==> src/rtl/fetch_ctrl.sv <==
// fetch_ctrl: owns the PC, fetches from combinational imem into a small FIFO, hands {pc, instr} to decode.
// Define FETCH_CTRL_PERF_EN to add saturating fetch/stall/flush counters.
module fetch_ctrl #(
    parameter logic [63:0] PC_RESET   = 64'h0,
    parameter int          FIFO_DEPTH = 2,
    parameter logic [31:0] NOP_INSTR  = 32'h00000013
) (
    input  logic        clk,
    input  logic        reset,
    output logic [63:0] imem_addr,
    input  logic [31:0] imem_rdata,
    input  logic        redirect_valid,
    input  logic [63:0] redirect_pc,
    input  logic        halt_req,
    input  logic        id_ready,
    output logic        id_valid,
    output logic [63:0] id_pc,
    output logic [31:0] id_instr,
`ifdef FETCH_CTRL_PERF_EN
    output logic [31:0] perf_fetched,
    output logic [31:0] perf_stall,
    output logic [31:0] perf_flush,
`endif
    output logic        halted
);
    localparam int AW = $clog2(FIFO_DEPTH);
    localparam logic [AW:0] FULL = (AW+1)'(FIFO_DEPTH);
    typedef enum logic [1:0] {IDLE, FETCH, HALT} state_t;
    state_t        state, state_nx;
    logic [63:0]   pc;
    logic [63:0]   fifo_pc [FIFO_DEPTH];
    logic [31:0]   fifo_instr [FIFO_DEPTH];
    logic [AW-1:0] head, tail;
    logic [AW:0]   count, count_nx;
    logic          redir, push, pop;
    assign imem_addr = pc;
    // A redirect in IDLE is ignored; elsewhere it flushes and blocks both push and pop.
    always_comb begin
        redir    = redirect_valid && state != IDLE;
        id_valid = count != '0 && !redir;
        pop      = id_valid && id_ready;
        push     = state == FETCH && !halt_req && !redir && (count != FULL || pop);
        count_nx = redir ? '0 : count + (AW+1)'(push) - (AW+1)'(pop);
        state_nx = redir ? state : (halt_req ? HALT : FETCH);
        id_pc    = id_valid ? fifo_pc[head] : '0;
        id_instr = id_valid ? fifo_instr[head] : NOP_INSTR;
    end
    always_ff @(posedge clk or negedge reset) begin
        if (!reset) begin
            state  <= IDLE;
            pc     <= PC_RESET;
            head   <= '0;
            tail   <= '0;
            count  <= '0;
            halted <= 1'b0;
            for (int i = 0; i < FIFO_DEPTH; i++) begin
                fifo_pc[i]    <= '0;
                fifo_instr[i] <= '0;
            end
        end else begin
            state  <= state_nx;
            count  <= count_nx;
            halted <= state_nx == HALT && count_nx == '0;
            if (redir) begin
                pc   <= {redirect_pc[63:2], 2'b00};
                head <= '0;
                tail <= '0;
            end else begin
                if (push) begin
                    fifo_pc[tail]    <= pc;
                    fifo_instr[tail] <= imem_rdata;
                    tail             <= tail + 1'b1;
                    pc               <= pc + 64'd4;
                end
                if (pop) head <= head + 1'b1;
            end
        end
    end
`ifdef FETCH_CTRL_PERF_EN
    always_ff @(posedge clk or negedge reset) begin
        if (!reset) begin
            perf_fetched <= '0;
            perf_stall   <= '0;
            perf_flush   <= '0;
        end else begin
            if (push && perf_fetched != '1) perf_fetched <= perf_fetched + 32'd1;
            if (id_valid && !id_ready && perf_stall != '1) perf_stall <= perf_stall + 32'd1;
            if (redir && perf_flush != '1) perf_flush <= perf_flush + 32'd1;
        end
    end
`endif
endmodule

==> config.mk <==
export PLATFORM = sky130hd
export DESIGN_NAME = fetch_ctrl
export DESIGN_NICKNAME = d
export VERILOG_FILES = /design/src/rtl/fetch_ctrl.sv
export SDC_FILE = /design/constraint.sdc
export NUM_CORES = 1
export LEC_CHECK = 0
export ABC_AREA = 1
export ABC_CLOCK_PERIOD_IN_PS = 7100
export CORE_ASPECT_RATIO = 1.25
export CORE_MARGIN = 2
export CORE_UTILIZATION = 57
export DETAILED_ROUTE_END_ITERATION = 10
export PLACE_DENSITY = 0.83
export SYNTH_ARGS = -nofsm -noshare
export SYNTH_HDL_FRONTEND = slang
export SYNTH_SLANG_ARGS = --single-unit
==> constraint.sdc <==
create_clock -name clk -period 7.1 [get_ports clk]
set_clock_uncertainty 0.15 [all_clocks]
set_input_delay 0.71 -clock clk [delete_from_list [all_inputs] [get_ports clk]]
set_output_delay 0.71 -clock clk [all_outputs]
set_load 0.01 [all_outputs]
==> Yosys cells after proc, flatten, opt, wreduce, memory -nomap -nowiden <==
Cells that the tools add are included.
{ "op_classes": {"n_addsub": 5, "n_bitwise": 3, "n_mux": 23, "n_eq_ne": 3, "magnitude_cmp": 3, "reduce_logical": 17} }
{ "ops": {"columns": ["op", "count"], "rows": [
  ["64-bit 2-to-1 mux", 7],
  ["32-bit 2-to-1 mux", 5],
  ["128-bit bitwise mux", 1],
  ["64-bit by 3-bit adder with 64-bit output, second input constant", 1],
  ["64-bit bitwise mux", 1],
  ["64-bit demux with 1-bit select", 1],
  ["32-bit demux with 1-bit select", 1],
  ["1-bit logical AND", 8],
  ["2-bit nonzero test", 4],
  ["2-bit 2-to-1 mux", 3],
  ["2-bit greater-or-equal comparator, second input constant", 2],
  ["1-bit 2-to-1 mux", 4],
  ["1-bit NOT with 2-bit output", 2],
  ["1-bit adder, second input constant", 2],
  ["2-bit by 1-bit adder with 2-bit output", 1],
  ["2-bit by 1-bit equality test with 1-bit output, second input constant", 1],
  ["2-bit equality test, second input constant", 1],
  ["1-bit logical NOT", 2],
  ["2-bit logical NOT", 1],
  ["2-bit by 1-bit < comparator with 1-bit output, second input constant", 1],
  ["2-bit inequality test, second input constant", 1],
  ["2-bit AND reduction", 1],
  ["2-bit by 1-bit subtractor with 2-bit output", 1],
  ["1-bit logical OR", 1],
  ["1-bit NOT", 1]
]} }
{ "totals": {"regBits": 263, "word_cells": 64, "inputBits": 101, "output_inout_bits": 162} }

==> Longest topological paths before layout <==
{ "depth": {"word_depth": 12, "depth_mapped": 12, "ltp_nobuf": 11} }

==> Worst setup path before layout <==
Ideal clock, no wire load.
{ "synth_timing": {"kind": "input -> register", "startpoint": "input redirect_valid", "endpoint": "register halted", "required_time_ps": 6819, "arrival_ps": 2387, "path_buffers": 2, "cell_stages": 12, "setup_slack_ps": 4432, "setup_time_ps": 131, "path_cell_list": "inv_1 > nor2_2 > o211ai_1 > nand2_4 > buf_2 > buf_2 > ha_1 > inv_1 > ha_1 > xor2_1 > nor2_1 > nor3_1"} }
{ "synth_via": {"elab_chain_cells": 11, "word_cells_on_any_way": 14, "classes_between": "add/sub (2); eq/ne (1); mux (2); reduce/logical (9)"} }
{ "synth_lines": {"columns": ["item", "line_no", "text"], "rows": [
  ["start, declared", "12", "input logic redirect_valid,"],
  ["1-bit logical AND (*)", "39", "redir = redirect_valid && state != IDLE;"],
  ["1-bit logical NOT", "40, 42", null],
  ["1-bit logical AND", "40", "id_valid = count != '0 && !redir;"],
  ["1-bit logical AND", "41", "pop = id_valid && id_ready;"],
  ["1-bit logical OR", "42", "push = state == FETCH && !halt_req && !redir && (count != FULL || pop);"],
  ["1-bit logical AND", "42", null],
  ["2-bit by 1-bit adder with 2-bit output", "43", "count_nx = redir ? '0 : count + (AW+1)'(push) - (AW+1)'(pop);"],
  ["2-bit by 1-bit subtractor with 2-bit output", "43", null],
  ["2-bit 2-to-1 mux (*)", "43", null],
  ["named net count_nx[1]", "34", "logic [AW:0] count, count_nx;"],
  ["2-bit logical NOT (*)", "63", "halted <= state_nx == HALT && count_nx == '0;"],
  ["1-bit logical AND (*)", "63", null],
  ["end signal, assigned", "55", "halted <= 1'b0;"],
  ["end signal, assigned", "63", null],
  ["end, declared", "24", "output logic halted"]
]} }
Mark *: on every way through the listed nets, which the timed path passes. The rest lies on a longest branch.
A chain may end at the register's enable or synchronous reset.

==> Final worst setup path <==
{ "layout_timing": {"startpoint": "input redirect_valid", "endpoint": "output id_instr[1]"} }
{ "layout_via": {"elab_chain_cells": 4} }
{ "layout_lines": {"columns": ["item", "line_no", "text"], "rows": [
  ["1-bit logical AND", "39", null],
  ["1-bit logical NOT", "40", null],
  ["1-bit logical AND", "40", null],
  ["32-bit 2-to-1 mux", "46", "id_instr = id_valid ? fifo_instr[head] : NOP_INSTR;"],
  ["end, declared", "18", "output logic [31:0] id_instr,"]
]} }
No other way between the ends.

==> impl_metrics.env <==
export IMPL_run_status="complete, no violations"
export IMPL_drt_pass1_iter_count=7
export IMPL_hold_path_class="input port to asynchronous set/reset pin"
export IMPL_crit_type="input port to primary output"
export IMPL_worst_slew_pin_slew_ns=1.18
export IMPL_ctsLongestPathBuffers=3
export IMPL_cp_end_kind="primary output"
export IMPL_postCtsHoldBufs=0
export IMPL_p_per_area_nw_per_um2=301
export IMPL_die_w_um=143
export IMPL_areaGrowthSynthToFinish_pct=25.0
export IMPL_crit_required_ns=6.24
export IMPL_synth_top_area_cell="dfrtp_1"
export IMPL_drt_iter0_drc=924
export IMPL_grt_pass1_vias=12600
export IMPL_netlist_area_um2=13800
export IMPL_fin_area_um2=17300
export IMPL_final_nets=2229
export IMPL_via_per_inst=5.39
export IMPL_yosysSeqAreaShare_pct=46.4
export IMPL_dp_hpwl_um=29300
export IMPL_drive_above_1_share_pct=3.26
export IMPL_place_congestion=0.957
export IMPL_synth_edf_count=0
export IMPL_ys_seq_elements=257
export IMPL_ys_flop_type="dfrtp_1"
export IMPL_postCtsSetupBuffers=0
export IMPL_cts_made_buffers=25
export IMPL_cts_tree="built"
export IMPL_hold_violations=0
export IMPL_postCtsResizedCells=0
export IMPL_core_area_um2=23800
export IMPL_die_height_um=178
export IMPL_vdd_drop_max_mv=0.232
export IMPL_slowest_stage="buf_4"
export IMPL_post_dp_cell_area_um2=16500
export IMPL_path_delay_family="buffers and inverters"
export IMPL_grtUsageTotal_pct=32.9
export IMPL_period_minus_slack_ns=4.37
export IMPL_finalCritPeriodShare_pct=61.6
export IMPL_cts_root_buffer="clkbuf_16"
export IMPL_path_cells="clkdlybuf4s50_1 -> o21ai_4 -> o21ai_4 -> buf_4 -> buf_4 -> inv_1 -> o211ai_1 -> clkdlybuf4s50_1"
export IMPL_cp_data_arrival_time_ns=3.51
export IMPL_rsz0062_at_grt="false"
export IMPL_numPortBuffers=256
export IMPL_diodes=0
export IMPL_synth_area_top_cells="dfrtp_1 (46%), nand2_1 (17%), nor2_1 (9.7%)"
export IMPL_syn_avg_cell_area_um2=7.17
export IMPL_slew_headroom_pct=21.5
export IMPL_final_core_util_pct=72.7
export IMPL_wl_per_cell_um=17.1
export IMPL_grt_overflow=0
export IMPL_htreeDepth=1
export IMPL_io_pins=263
export IMPL_ys_types=34
export IMPL_syn_inst=1930
export IMPL_path_clk_slew_ns=0.06
export IMPL_finalSetupTns_ns=0
export IMPL_antenna_found_initial=0
export IMPL_setup_violations=0
export IMPL_synthDominantCellAreaShare_pct=46.4
export IMPL_synth_async_reset_ratio_pct=100
export IMPL_cts_num_sinks=257
export IMPL_drc_errors=0
export IMPL_cp_num_buf_inv=5
export IMPL_dp_cells=2423
export IMPL_vias=13300
export IMPL_crit_path_start_kind="input port"
export IMPL_maxSlewViolCount=0
export IMPL_yosysWarnings=0
export IMPL_p_leak_nw=7.82
export IMPL_wl_um=42100
export IMPL_grt_pass1_wl_um=66100
export IMPL_fmax_mhz=229
export IMPL_dp_slack_ns=2.48
export IMPL_die_area_um2=25600
export IMPL_totalPowerFinal_mw=5.22
export IMPL_postRouteAntennaNets=0
export IMPL_hold_ws_ns=0.00405
export IMPL_start_util_pct=58.2
export IMPL_grt_max_degree=109
export IMPL_critPathMaxFanout=53
export IMPL_rows=63
export IMPL_final_cells=2469
export IMPL_setup_ws_ns=2.73
export IMPL_cap_violations=0
export IMPL_insertion_delay_ns=0.53
export IMPL_slowest_delay_ns=0.58
## Yosys cell counts, types with 2 or more instances
| cell | count |
|---|---|
| buf_2 | 30 |
| and2_1 | 3 |
| xnor2_1 | 3 |
| o21ai_0 | 127 |
| mux2i_1 | 40 |
| nor2_2 | 3 |
| nand2_1 | 638 |
| xor2_1 | 16 |
| a21oi_1 | 51 |
| nand3b_1 | 2 |
| buf_1 | 6 |
| a31oi_1 | 2 |
| ha_1 | 3 |
| buf_4 | 14 |
| nand3_1 | 62 |
| nand4_1 | 9 |
| inv_1 | 133 |
| o211ai_1 | 10 |
| o21a_1 | 41 |
| o21ai_1 | 57 |
| nor2_1 | 359 |
| clkbuf_1 | 53 |
| dfrtp_1 | 257 |
## placed cells by master (no fill, tap or decap), drive strengths merged
| cell type | netlist | final |
|---|---|---|
| clkinvlp | 0 | 2 |
| o21a | 41 | 41 |
| nor3 | 2 | 2 |
| nand3b | 2 | 2 |
| mux2i | 40 | 40 |
| clkinv | 0 | 8 |
| clkdlybuf4s50 | 0 | 255 |
| bufinv | 0 | 1 |
| xnor2 | 3 | 3 |
| buf | 50 | 13 |
| inv | 134 | 135 |
| and2 | 3 | 3 |
| nand2 | 639 | 639 |
| a31oi | 2 | 2 |
| o21ai | 185 | 185 |
| dfrtp | 257 | 257 |
| nor2 | 364 | 364 |
| nand3 | 62 | 62 |
| nand4 | 9 | 9 |
| clkbuf | 53 | 34 |
| ha | 3 | 3 |
| xor2 | 16 | 16 |
| o211ai | 10 | 10 |
| conb | 1 | 4 |
| a21oi | 52 | 52 |
| o31ai | 1 | 1 |
| or2 | 1 | 1 |
## area by class of cell
class	count	area, µm²
fillers	1955	6500
clock buffers	34	729
flip-flops and latches	257	6430
clock inverters	12	101
well taps	325	407
inverters	134	503
repair buffers	268	2660
multi-input cells	1439	6470
## flip-flops by register name (all words and copies together) (netlist names)
signal / flops
state: 2
fifo_pc: 124
halted: 1
fifo_instr: 64
imem_addr: 62
tail: 1
head: 1
count: 2
## logic make-up (layout without fill, tap and decap cells)
kind of cell	count (synthesis)	in the layout	synth area share [%]
compound gates	291	291	11.5
xor+xnor	19	19	1.20
fa+ha+maj	3	3	0.271
buf+inv	237	448	7.08
flops	257	257	46.4
mux	40	40	2.89
other cells	1	4	0.0271
simple gates	1082	1082	30.6
## power breakdown
group / leakage [nW] / total (mW) / switching [mW] / internal (mW)
combinational: 4.26 / 1.62 / 0.898 / 0.726
sequential: 3.15 / 2.25 / 0.367 / 1.89
clock: 0.412 / 1.34 / 0.578 / 0.760
total: 7.82 / 5.22 / 1.84 / 3.37
## path summary, 6_finish.rpt
| kind | from | end | slack, ns | depth (start not counted) |
|---|---|---|---|---|
| worst max-delay path | redirect_valid | id_instr[1] | 2.73 | 8 |
| worst min-delay path | reset | fifo_instr[59] | 0.004 | 1 |
| min in group clk | fifo_pc[6] | fifo_pc[6] | 0.34 | 1 |
| worst max register to register | state[1] | fifo_pc[73] | 3.20 | 9 |
| worst min register to register | fifo_pc[6] | fifo_pc[6] | 0.34 | 1 |
| max in group asynchronous | reset | fifo_instr[56] | 5.17 | 2 |
## per-layer routing
layer | track usage (%) | part of all wire, % | up-vias
met5 | 0 | 0 | -
met4 | 15.2 | 4.9 | 0
met3 | 5.64 | 7.8 | 113
met2 | 53.2 | 47 | 565
met1 | 43.5 | 40 | 6170
li1 | - | - | 6470
Power figures use the tool's default switching activity.
